==> src/rtl/exec_pkg.sv <==
// Shared execution-lane definitions: opcodes, unit selects and status-flag bit positions.
// Used by the arithmetic port and by the register controller.
package exec_pkg;

    localparam int DATA_W = 16;
    localparam int ADDR_W = 5;
    localparam int OP_W   = 7;

    localparam logic [OP_W-1:0] OP_NOP = 7'd0;
    localparam logic [OP_W-1:0] OP_ADD = 7'd1;
    localparam logic [OP_W-1:0] OP_SUB = 7'd2;
    localparam logic [OP_W-1:0] OP_AND = 7'd3;
    localparam logic [OP_W-1:0] OP_OR  = 7'd4;
    localparam logic [OP_W-1:0] OP_XOR = 7'd5;
    localparam logic [OP_W-1:0] OP_SHL = 7'd6;
    localparam logic [OP_W-1:0] OP_SHR = 7'd7;
    localparam logic [OP_W-1:0] OP_MUL = 7'd8;
    localparam logic [OP_W-1:0] OP_ADC = 7'd9;

    localparam logic [1:0] FT_ARITH = 2'd0;
    localparam logic [1:0] FT_LOAD  = 2'd1;
    localparam logic [1:0] FT_STORE = 2'd2;
    localparam logic [1:0] FT_JUMP  = 2'd3;

    localparam int STAT_CARRY = 0;
    localparam int STAT_ZERO  = 1;

    typedef struct packed {
        logic [DATA_W-1:0] val;
        logic              carry;
        logic              zero;
    } aluRes_t;

    function automatic logic isArithOp(input logic [OP_W-1:0] op);
        return op <= OP_ADC;
    endfunction

endpackage

==> src/rtl/exec_arith_port_if.sv <==
// Issue and writeback bus between the register controller lane and the arithmetic port.
interface exec_arith_port_if;
    import exec_pkg::*;

    logic              enable_i;
    logic              wb_i;
    logic [OP_W-1:0]   opCode_i;
    logic [ADDR_W-1:0] regAddr_i;
    logic [DATA_W-1:0] primOperand_i;
    logic [DATA_W-1:0] secOperand_i;
    logic [1:0]        functionType_i;
    logic [1:0]        operationStatus_i;

    logic              wb_o;
    logic [ADDR_W-1:0] wbAddr_o;
    logic [DATA_W-1:0] wbVal_o;
    logic [1:0]        operationStatus_o;

    modport master (
        output enable_i, wb_i, opCode_i, regAddr_i, primOperand_i, secOperand_i,
               functionType_i, operationStatus_i,
        input  wb_o, wbAddr_o, wbVal_o, operationStatus_o
    );

    modport slave (
        input  enable_i, wb_i, opCode_i, regAddr_i, primOperand_i, secOperand_i,
               functionType_i, operationStatus_i,
        output wb_o, wbAddr_o, wbVal_o, operationStatus_o
    );

endinterface

==> src/rtl/exec_mul_seq.sv <==
// Iterative shift-add multiplier consuming 4 multiplier bits per clock.
// The first nibble is folded in on the start edge, so done rises MUL_STEPS-1 edges later.
module exec_mul_seq
    import exec_pkg::*;
#(
    parameter int MUL_STEPS = 4
) (
    input  logic                clock_i,
    input  logic                reset_i,
    input  logic                start,
    input  logic                abort,
    input  logic [DATA_W-1:0]   multiplicand,
    input  logic [DATA_W-1:0]   multiplier,
    output logic                done,
    output logic [2*DATA_W-1:0] product
);

    localparam int CNT_W = (MUL_STEPS > 1) ? $clog2(MUL_STEPS) : 1;
    localparam int PRD_W = 2 * DATA_W;

    logic             running;
    logic [CNT_W-1:0] stepQ;
    logic [PRD_W-1:0] accQ;
    logic [PRD_W-1:0] mcandQ;
    logic [DATA_W-1:0] mplierQ;

    function automatic logic [PRD_W-1:0] partial(input logic [PRD_W-1:0] m, input logic [3:0] n);
        return m * {{(PRD_W-4){1'b0}}, n};
    endfunction

    always_ff @(posedge clock_i or negedge reset_i) begin
        if (!reset_i) begin
            running <= 1'b0;
            done    <= 1'b0;
            stepQ   <= '0;
        end else begin
            done <= 1'b0;
            if (abort) begin
                running <= 1'b0;
            end else if (start) begin
                running <= (MUL_STEPS > 1);
                done    <= (MUL_STEPS == 1);
                stepQ   <= CNT_W'(1);
            end else if (running) begin
                stepQ <= stepQ + CNT_W'(1);
                if (stepQ == CNT_W'(MUL_STEPS - 1)) begin
                    running <= 1'b0;
                    done    <= 1'b1;
                end
            end
        end
    end

    // Datapath: accumulator and shifted operands carry no reset, they are always reloaded on start
    always_ff @(posedge clock_i) begin
        if (start) begin
            accQ    <= partial({{DATA_W{1'b0}}, multiplicand}, multiplier[3:0]);
            mcandQ  <= {{(DATA_W-4){1'b0}}, multiplicand, 4'b0000};
            mplierQ <= multiplier >> 4;
        end else if (running) begin
            accQ    <= accQ + partial(mcandQ, mplierQ[3:0]);
            mcandQ  <= mcandQ << 4;
            mplierQ <= mplierQ >> 4;
        end
    end

    assign product = accQ;

endmodule

==> src/rtl/exec_arith_port.sv <==
// Arithmetic execution port: single-cycle ALU ops through a one-stage pipeline,
// MUL through the iterative multiplier under a two-state FSM, with flush and sticky drop flag.
module exec_arith_port
    import exec_pkg::*;
#(
    parameter int MUL_STEPS = 4
) (
    input  logic             clock_i,
    input  logic             reset_i,
    input  logic             flush_i,
    exec_arith_port_if.slave bus,
    output logic             busy_o,
    output logic             dropped_o
);

    localparam logic [0:0] ST_IDLE = 1'b0;
    localparam logic [0:0] ST_MUL  = 1'b1;

    logic [0:0]          stateQ;
    logic                accept;
    logic                arithSel;
    logic                legalOp;
    logic                mulIssue;
    aluRes_t             aluRes;

    logic                mulDone;
    logic [2*DATA_W-1:0] mulProd;
    logic                mulWbQ;
    logic [ADDR_W-1:0]   mulAddrQ;

    logic                vld_p0;
    logic                ill_p0;
    logic                wbEn_p0;
    logic [ADDR_W-1:0]   addr_p0;
    aluRes_t             res_p0;

    logic                wbQ;
    logic [ADDR_W-1:0]   wbAddrQ;
    logic [DATA_W-1:0]   wbValQ;
    logic [1:0]          statusQ;
    logic                illegalQ;
    logic                droppedQ;
    logic                unusedZeroIn;

    function automatic aluRes_t aluCalc(input logic [OP_W-1:0] op, input logic [DATA_W-1:0] a,
                                        input logic [DATA_W-1:0] b, input logic cin);
        logic [DATA_W:0] wide;
        aluRes_t         r;
        case (op)
            OP_ADD:  wide = {1'b0, a} + {1'b0, b};
            OP_SUB:  wide = {1'b0, a} - {1'b0, b};
            OP_ADC:  wide = {1'b0, a} + {1'b0, b} + {{DATA_W{1'b0}}, cin};
            OP_AND:  wide = {1'b0, a & b};
            OP_OR:   wide = {1'b0, a | b};
            OP_XOR:  wide = {1'b0, a ^ b};
            OP_SHL:  wide = {1'b0, a << b[3:0]};
            OP_SHR:  wide = {1'b0, a >> b[3:0]};
            default: wide = '0;
        endcase
        r.val   = wide[DATA_W-1:0];
        r.carry = wide[DATA_W];
        r.zero  = (wide[DATA_W-1:0] == '0);
        return r;
    endfunction

    assign busy_o       = (stateQ == ST_MUL);
    assign accept       = bus.enable_i && !busy_o && !flush_i;
    assign arithSel     = (bus.functionType_i == FT_ARITH);
    assign legalOp      = isArithOp(bus.opCode_i);
    assign mulIssue     = accept && arithSel && (bus.opCode_i == OP_MUL);
    assign aluRes       = aluCalc(bus.opCode_i, bus.primOperand_i, bus.secOperand_i,
                                  bus.operationStatus_i[STAT_CARRY]);
    assign unusedZeroIn = bus.operationStatus_i[STAT_ZERO];

    exec_mul_seq #(
        .MUL_STEPS(MUL_STEPS)
    ) mulSeq (
        .clock_i      (clock_i),
        .reset_i      (reset_i),
        .start        (mulIssue),
        .abort        (flush_i),
        .multiplicand (bus.primOperand_i),
        .multiplier   (bus.secOperand_i),
        .done         (mulDone),
        .product      (mulProd)
    );

    always_ff @(posedge clock_i or negedge reset_i) begin
        if (!reset_i) begin
            stateQ   <= ST_IDLE;
            vld_p0   <= 1'b0;
            ill_p0   <= 1'b0;
            wbQ      <= 1'b0;
            wbAddrQ  <= '0;
            wbValQ   <= '0;
            statusQ  <= '0;
            illegalQ <= 1'b0;
            droppedQ <= 1'b0;
        end else begin
            if (bus.enable_i && busy_o) droppedQ <= 1'b1;
            // Stage p0: accepted single-cycle op waiting one edge for presentation
            vld_p0 <= accept && arithSel && legalOp &&
                      (bus.opCode_i != OP_NOP) && (bus.opCode_i != OP_MUL);
            ill_p0 <= accept && arithSel && !legalOp;
            // Output stage: flush kills everything that would be presented at this edge
            if (flush_i) begin
                stateQ   <= ST_IDLE;
                wbQ      <= 1'b0;
                illegalQ <= 1'b0;
            end else begin
                illegalQ <= ill_p0;
                if (stateQ == ST_MUL && mulDone) begin
                    stateQ              <= ST_IDLE;
                    wbQ                 <= mulWbQ;
                    wbAddrQ             <= mulAddrQ;
                    wbValQ              <= mulProd[DATA_W-1:0];
                    statusQ[STAT_CARRY] <= (mulProd[2*DATA_W-1:DATA_W] != '0);
                    statusQ[STAT_ZERO]  <= (mulProd[DATA_W-1:0] == '0);
                end else if (vld_p0) begin
                    wbQ                 <= wbEn_p0;
                    wbAddrQ             <= addr_p0;
                    wbValQ              <= res_p0.val;
                    statusQ[STAT_CARRY] <= res_p0.carry;
                    statusQ[STAT_ZERO]  <= res_p0.zero;
                end else begin
                    wbQ <= 1'b0;
                end
                if (mulIssue) stateQ <= ST_MUL;
            end
        end
    end

    always_ff @(posedge clock_i) begin
        if (accept) begin
            wbEn_p0 <= bus.wb_i;
            addr_p0 <= bus.regAddr_i;
            res_p0  <= aluRes;
        end
        if (mulIssue) begin
            mulWbQ   <= bus.wb_i;
            mulAddrQ <= bus.regAddr_i;
        end
    end

    assign bus.wb_o              = wbQ;
    assign bus.wbAddr_o          = wbAddrQ;
    assign bus.wbVal_o           = wbValQ;
    assign bus.operationStatus_o = illegalQ ? 2'b11 : statusQ;
    assign dropped_o             = droppedQ;

endmodule

==> src/flat_wrapper.sv <==
// flat-port wrapper written by rule: the top's interface ports become plain ports
module exec_arith_port_flat import exec_pkg::*;
#(
    parameter int MUL_STEPS = 4
)
  (clock_i, reset_i, flush_i, busy_o, dropped_o, bus_enable_i, bus_wb_i, bus_opCode_i, bus_regAddr_i, bus_primOperand_i, bus_secOperand_i, bus_functionType_i, bus_operationStatus_i, bus_wb_o, bus_wbAddr_o, bus_wbVal_o, bus_operationStatus_o);
  exec_arith_port_if bus_i ();
  input  logic clock_i;
  input  logic reset_i;
  input  logic flush_i;
  output logic busy_o;
  output logic dropped_o;
  input wire logic [$bits(bus_i.enable_i)-1:0] bus_enable_i;
  input wire logic [$bits(bus_i.wb_i)-1:0] bus_wb_i;
  input wire logic [$bits(bus_i.opCode_i)-1:0] bus_opCode_i;
  input wire logic [$bits(bus_i.regAddr_i)-1:0] bus_regAddr_i;
  input wire logic [$bits(bus_i.primOperand_i)-1:0] bus_primOperand_i;
  input wire logic [$bits(bus_i.secOperand_i)-1:0] bus_secOperand_i;
  input wire logic [$bits(bus_i.functionType_i)-1:0] bus_functionType_i;
  input wire logic [$bits(bus_i.operationStatus_i)-1:0] bus_operationStatus_i;
  output wire logic [$bits(bus_i.wb_o)-1:0] bus_wb_o;
  output wire logic [$bits(bus_i.wbAddr_o)-1:0] bus_wbAddr_o;
  output wire logic [$bits(bus_i.wbVal_o)-1:0] bus_wbVal_o;
  output wire logic [$bits(bus_i.operationStatus_o)-1:0] bus_operationStatus_o;
  assign bus_i.enable_i = bus_enable_i;
  assign bus_i.wb_i = bus_wb_i;
  assign bus_i.opCode_i = bus_opCode_i;
  assign bus_i.regAddr_i = bus_regAddr_i;
  assign bus_i.primOperand_i = bus_primOperand_i;
  assign bus_i.secOperand_i = bus_secOperand_i;
  assign bus_i.functionType_i = bus_functionType_i;
  assign bus_i.operationStatus_i = bus_operationStatus_i;
  assign bus_wb_o = bus_i.wb_o;
  assign bus_wbAddr_o = bus_i.wbAddr_o;
  assign bus_wbVal_o = bus_i.wbVal_o;
  assign bus_operationStatus_o = bus_i.operationStatus_o;
  exec_arith_port #(.MUL_STEPS(MUL_STEPS)) u_core (.clock_i(clock_i), .reset_i(reset_i), .flush_i(flush_i), .bus(bus_i), .busy_o(busy_o), .dropped_o(dropped_o));
endmodule
==> config.mk <==
export PLATFORM = sky130hd
export DESIGN_NAME = exec_arith_port_flat
export DESIGN_NICKNAME = d
export VERILOG_FILES = /design/src/rtl/exec_pkg.sv /design/src/rtl/exec_arith_port_if.sv /design/src/rtl/exec_mul_seq.sv /design/src/rtl/exec_arith_port.sv /design/src/flat_wrapper.sv
export SDC_FILE = /design/constraint.sdc
export NUM_CORES = 1
export LEC_CHECK = 0
export BUFFER_PORTS_ARGS = -buffer_cell sky130_fd_sc_hd__clkbuf_2
export CORE_MARGIN = 3
export CORE_UTILIZATION = 25
export CTS_CLUSTER_DIAMETER = 150
export DETAILED_ROUTE_END_ITERATION = 12
export MAX_ROUTING_LAYER = met4
export REMOVE_ABC_BUFFERS = 1
export SYNTH_ARGS = -nofsm -noshare
export SYNTH_HDL_FRONTEND = slang
export SYNTH_SLANG_ARGS = --single-unit
==> constraint.sdc <==
create_clock -name clock_i -period 5.95 [get_ports clock_i]
set_clock_uncertainty 0.1 [all_clocks]
set_input_delay 0.2975 -clock clock_i [delete_from_list [all_inputs] [get_ports clock_i]]
set_output_delay 0.2975 -clock clock_i [all_outputs]
set_load 0.01 [all_outputs]
==> flow_results.org <==
** Route
- The final route contains 13,600 vias.
- Summed over all layers, the routed wires come to 48,300 µm.
- DRC errors left :: 0
- First DRT Iteration DRCs :: 965
- Initial DRT Pass Iterations :: 7
- Post-route antenna net violation count :: 0
- In the routed layout, each cell is associated on average with a via count of between 5 and 6.
- Routed length per instance :: 18.0 µm

** Worst hold path
- In this run the most critical hold path is launched from flush_i.
- The worst hold path was traced through 2 stages.
- Worst hold path class :: input pin to flip-flop

** Power and ir drop
- Leakage power figure :: between 8 and 9 nW
- The worst-case IR drop observed on VDD is 0.169 mV.
- Dividing total power by cell area gives a power density of ~190 mW/mm².

** Cells and area
- After routing the design area is 0.0178 mm².
- Non-filler instance count after layout :: 2,687
- Proportion of layout cells with a drive suffix above 1 :: 0.137
- Area growth, synth to finish :: 15.8%
- At the end of the flow the core is filled with cells to 0.294.
- Commonest cells after routing, fill and taps aside :: 181 x sky130_fd_sc_hd__inv_1, 167 x sky130_fd_sc_hd__nor2_1, 166 x sky130_fd_sc_hd__nand2_1
- The library cell used most frequently in the layout, excluding fill and tap cells, is sky130_fd_sc_hd__inv_1.
- The net count of the finished layout is ~2,200.

** Global route
- Wire length of the first global-routing pass :: 76,100 µm
- Global-route usage over all layers :: 0.154
- Via count of the first global-routing pass :: 13,700
- Entering global routing, the biggest net connects 49 pins.
- The number of antenna violations at the first check in global routing was 2.
- Summed over all layers, the global routing overflow is 0.

** Logic synthesis
- Top cells by area, synth :: sky130_fd_sc_hd__edfxtp_1 15%, sky130_fd_sc_hd__ha_1 11%, sky130_fd_sc_hd__fa_1 10%, sky130_fd_sc_hd__dfrtp_1 5.4%, sky130_fd_sc_hd__inv_1 4.5%
- Yosys cell types :: 74
- sky130_fd_sc_hd__edfxtp_1 takes more of the synthesized area than any other cell.
- Most common flop cell mapped by yosys :: sky130_fd_sc_hd__edfxtp_1
- In this run the cell area of the synthesized design comes to 0.0154 mm².
- YS warnings :: 0
- After synthesis, the share of flip-flops with an asynchronous set or reset is 0.244.
- The synthesized design contains roughly 140 register bits.
- Share of Yosys cell area claimed by the top area cell type :: 0.152
- Of the synthesized area, sequential elements account for 0.237.
- Average cell area after synthesis :: 8.56 µm²
- Counting flops with a built-in enable in the synthesized netlist gives 78.
- Synthesized instance count :: 1,801

** Timing
- Static timing analysis puts the maximum clock frequency at 175 MHz.
- Worst slew pin tran :: roughly 1100 ps
- Count of final max-slew check failures :: 0
- Dividing the final minimum period by the clock period gives 0.960.
- In this run the tightest slew margin relative to its limit is 0.236.
- Number of endpoints with negative hold slack in the final report :: 0
- The worst path in the final design needs a cycle of 5710 ps, including I/O delays and setup.
- Setup violations remaining at the end of the flow were counted as 0.

** Clocking
- CTS buffer count :: 17
- Root cell of the clock tree :: sky130_fd_sc_hd__clkbuf_16
- The clock tree synthesis step divided the H-tree into 4 levels.
- Clk sinks :: about 140
- Counting along the longest clock path gives a buffer depth of 2.
- TritonCTS built the clock tree.
- Latest clock arrival within the worst-skew pair :: 440 ps
- Clock-pin slew was measured on the worst setup and hold paths at ~70 ps.

** Critical path
- Measured in cells, the most critical reg-to-reg path has a length of 25.
- In this run the worst path has a maximum fanout of 3.
- Required time of the worst setup path :: 6150 ps
- Worst Setup End Kind :: flip-flop
- In this run the worst setup path begins at u_core.mulSeq.mcandQ[7].
- STA classifies the critical path startpoint as a flip-flop.
- The largest individual stage delay along the critical path comes from the cell sky130_fd_sc_hd__fa_1.
- Category of the critical setup timing path :: flip-flop to flip-flop
- Data on the critical path arrives at its endpoint at 5910 ps.
- For this run, the slowest stage of the critical path takes between 500 and 600 ps.
- The worst register-to-register path begins at u_core.mulSeq.mcandQ[7].

** Die
- The floorplan step defined a die boundary enclosing 0.0647 mm².
- Initial standard-cell utilization of the core :: 0.254
- The floorplan step set the die width to 254 µm.
- The core region is slightly above 0.06 mm².
- Std cell rows :: 90
- From bottom edge to top edge, the die measures 254 µm.
- I/O Pins :: 79

** Status
- The flow ran to the end, and the final reports show no timing, DRC or antenna violations.

** Placement
- At the end of routability-driven placement, the weighted congestion stood at 0.905.
- The placed instances occupy a cell area of 0.0169 mm².
- After legalization and detailed placement, the total HPWL measured around 38,000 µm.
- Number of buffers inserted by port buffering :: 77
- The number of placed instances, taps included, is 2,638.

** Run
- Total of max-cap violations :: 0
[worst paths after layout]
check                                            endpoint  slack (ps)
worst min-delay path                      u_core.illegalQ         110
max in group asynchronous           u_core.mulSeq.running        4760
min in group asynchronous           u_core.bus.wbVal_o[9]         430
worst max register to register  u_core.mulSeq.product[31]         240
worst min register to register           u_core.dropped_o         360
worst max-delay path            u_core.mulSeq.product[31]         240
[sequential cells by signal (all words and copies together), names as in the netlist, 2 cells and up]
| register | cells |
|---|---|
| u_core.mulSeq.stepQ | 2 |
| u_core.mulSeq.product | 32 |
| u_core.mulSeq.mplierQ | 12 |
| u_core.bus.wbAddr_o | 5 |
| u_core.statusQ | 2 |
| u_core.bus.wbVal_o | 16 |
| u_core.res_p0 | 18 |
| u_core.addr_p0 | 5 |
| u_core.mulAddrQ | 5 |
| u_core.mulSeq.mcandQ | 28 |
[kinds of logic (layout without fill, tap and decap cells)]
group	after synthesis	in the layout	synth area share
buffers and inverters	277	379	0.0684
other	0	2	0
multiplexers	83	83	0.0743
AO/OA/AOI/OAI	391	391	0.165
flip-flops	135	135	0.237
adder cells (fa/ha/maj)	212	212	0.211
AND/OR/NAND/NOR	611	611	0.192
XOR/XNOR	92	92	0.0532
[where the power goes]
part	switching (mW)	internal [mW]
Sequential	0.0280	1.03
Combinational	0.719	0.517
Clock	0.442	0.580
Total	1.19	2.12
[per-stage QoR]
stage / hold slack [ps] / worst slack [ps] / power (mW) / setup TNS [ps]
after global placement: 336 / -137 / 2.23 / -137
after detailed placement: 348 / -160 / 2.25 / -238
after global routing: 111 / -46.0 / 3.51 / -46.9
after CTS: 85.1 / 9.59 / 3.30 / 0
final: 110 / 239 / 3.31 / 0
after floorplan: -98.1 / -207 / 1.87 / -9290
[Yosys cell counts (9+ instances only)]
master,instances
sky130_fd_sc_hd__inv_1,183
sky130_fd_sc_hd__nor2_1,168
sky130_fd_sc_hd__nand2_1,166
sky130_fd_sc_hd__ha_1,132
sky130_fd_sc_hd__a21oi_1,114
sky130_fd_sc_hd__o21ai_0,82
sky130_fd_sc_hd__fa_1,80
sky130_fd_sc_hd__clkbuf_1,78
sky130_fd_sc_hd__edfxtp_1,78
sky130_fd_sc_hd__and2_1,76
sky130_fd_sc_hd__xnor2_1,63
sky130_fd_sc_hd__mux2i_1,54
sky130_fd_sc_hd__nor3_1,43
sky130_fd_sc_hd__a21o_1,37
sky130_fd_sc_hd__dfrtp_1,33
sky130_fd_sc_hd__nand3_1,31
sky130_fd_sc_hd__xor2_1,28
sky130_fd_sc_hd__and3_1,27
sky130_fd_sc_hd__dfxtp_1,24
sky130_fd_sc_hd__a211oi_1,20
sky130_fd_sc_hd__nor4_1,20
sky130_fd_sc_hd__mux4_2,18
sky130_fd_sc_hd__nand2b_1,13
sky130_fd_sc_hd__a31oi_1,12
sky130_fd_sc_hd__nand4_1,12
sky130_fd_sc_hd__o21bai_1,12
sky130_fd_sc_hd__nor2b_1,11
sky130_fd_sc_hd__o21a_1,10
sky130_fd_sc_hd__or3_1,10
sky130_fd_sc_hd__o211ai_1,9
[area by class of cell]
| cell class | count | area, µm² |
|---|---|---|
| inverters | 185 | 694 |
| repair buffers | 162 | 1040 |
| fillers | 6385 | 42800 |
| flip-flops and latches | 135 | 3650 |
| clock buffers | 19 | 464 |
| diodes | 2 | 5.00 |
| well taps | 782 | 978 |
| multi-input cells | 1389 | 10900 |
| clock inverters | 13 | 109 |
[worst max-delay path: cells and delay by family, from the launching register on]
family / cells / cell delay, ps
buf+inv: 5 / 590
compound gates: 12 / 2380
simple gates: 2 / 240
flops: 1 / 420
xor+xnor: 2 / 250
fa+ha+maj: 4 / 1580
[layer usage]
layer | wire length (µm) | track usage
met3 | 2550 | 0.0201
met4 | 626 | 0.0305
met1 | 23100 | 0.209
met5 | 0 | -
met2 | 22100 | 0.247
[timing repair]
action | 4_1_cts | 5_1_grt
endpoints found under the setup margin | 2 | 9
hold buffers | 8 | 0
gates resized for setup | 5 | 30
pin swaps | 0 | 27
hold endpoints to repair | 46 | 0
setup buffers | 0 | 7
No activity file was read; power rests on OpenSTA's default activity.
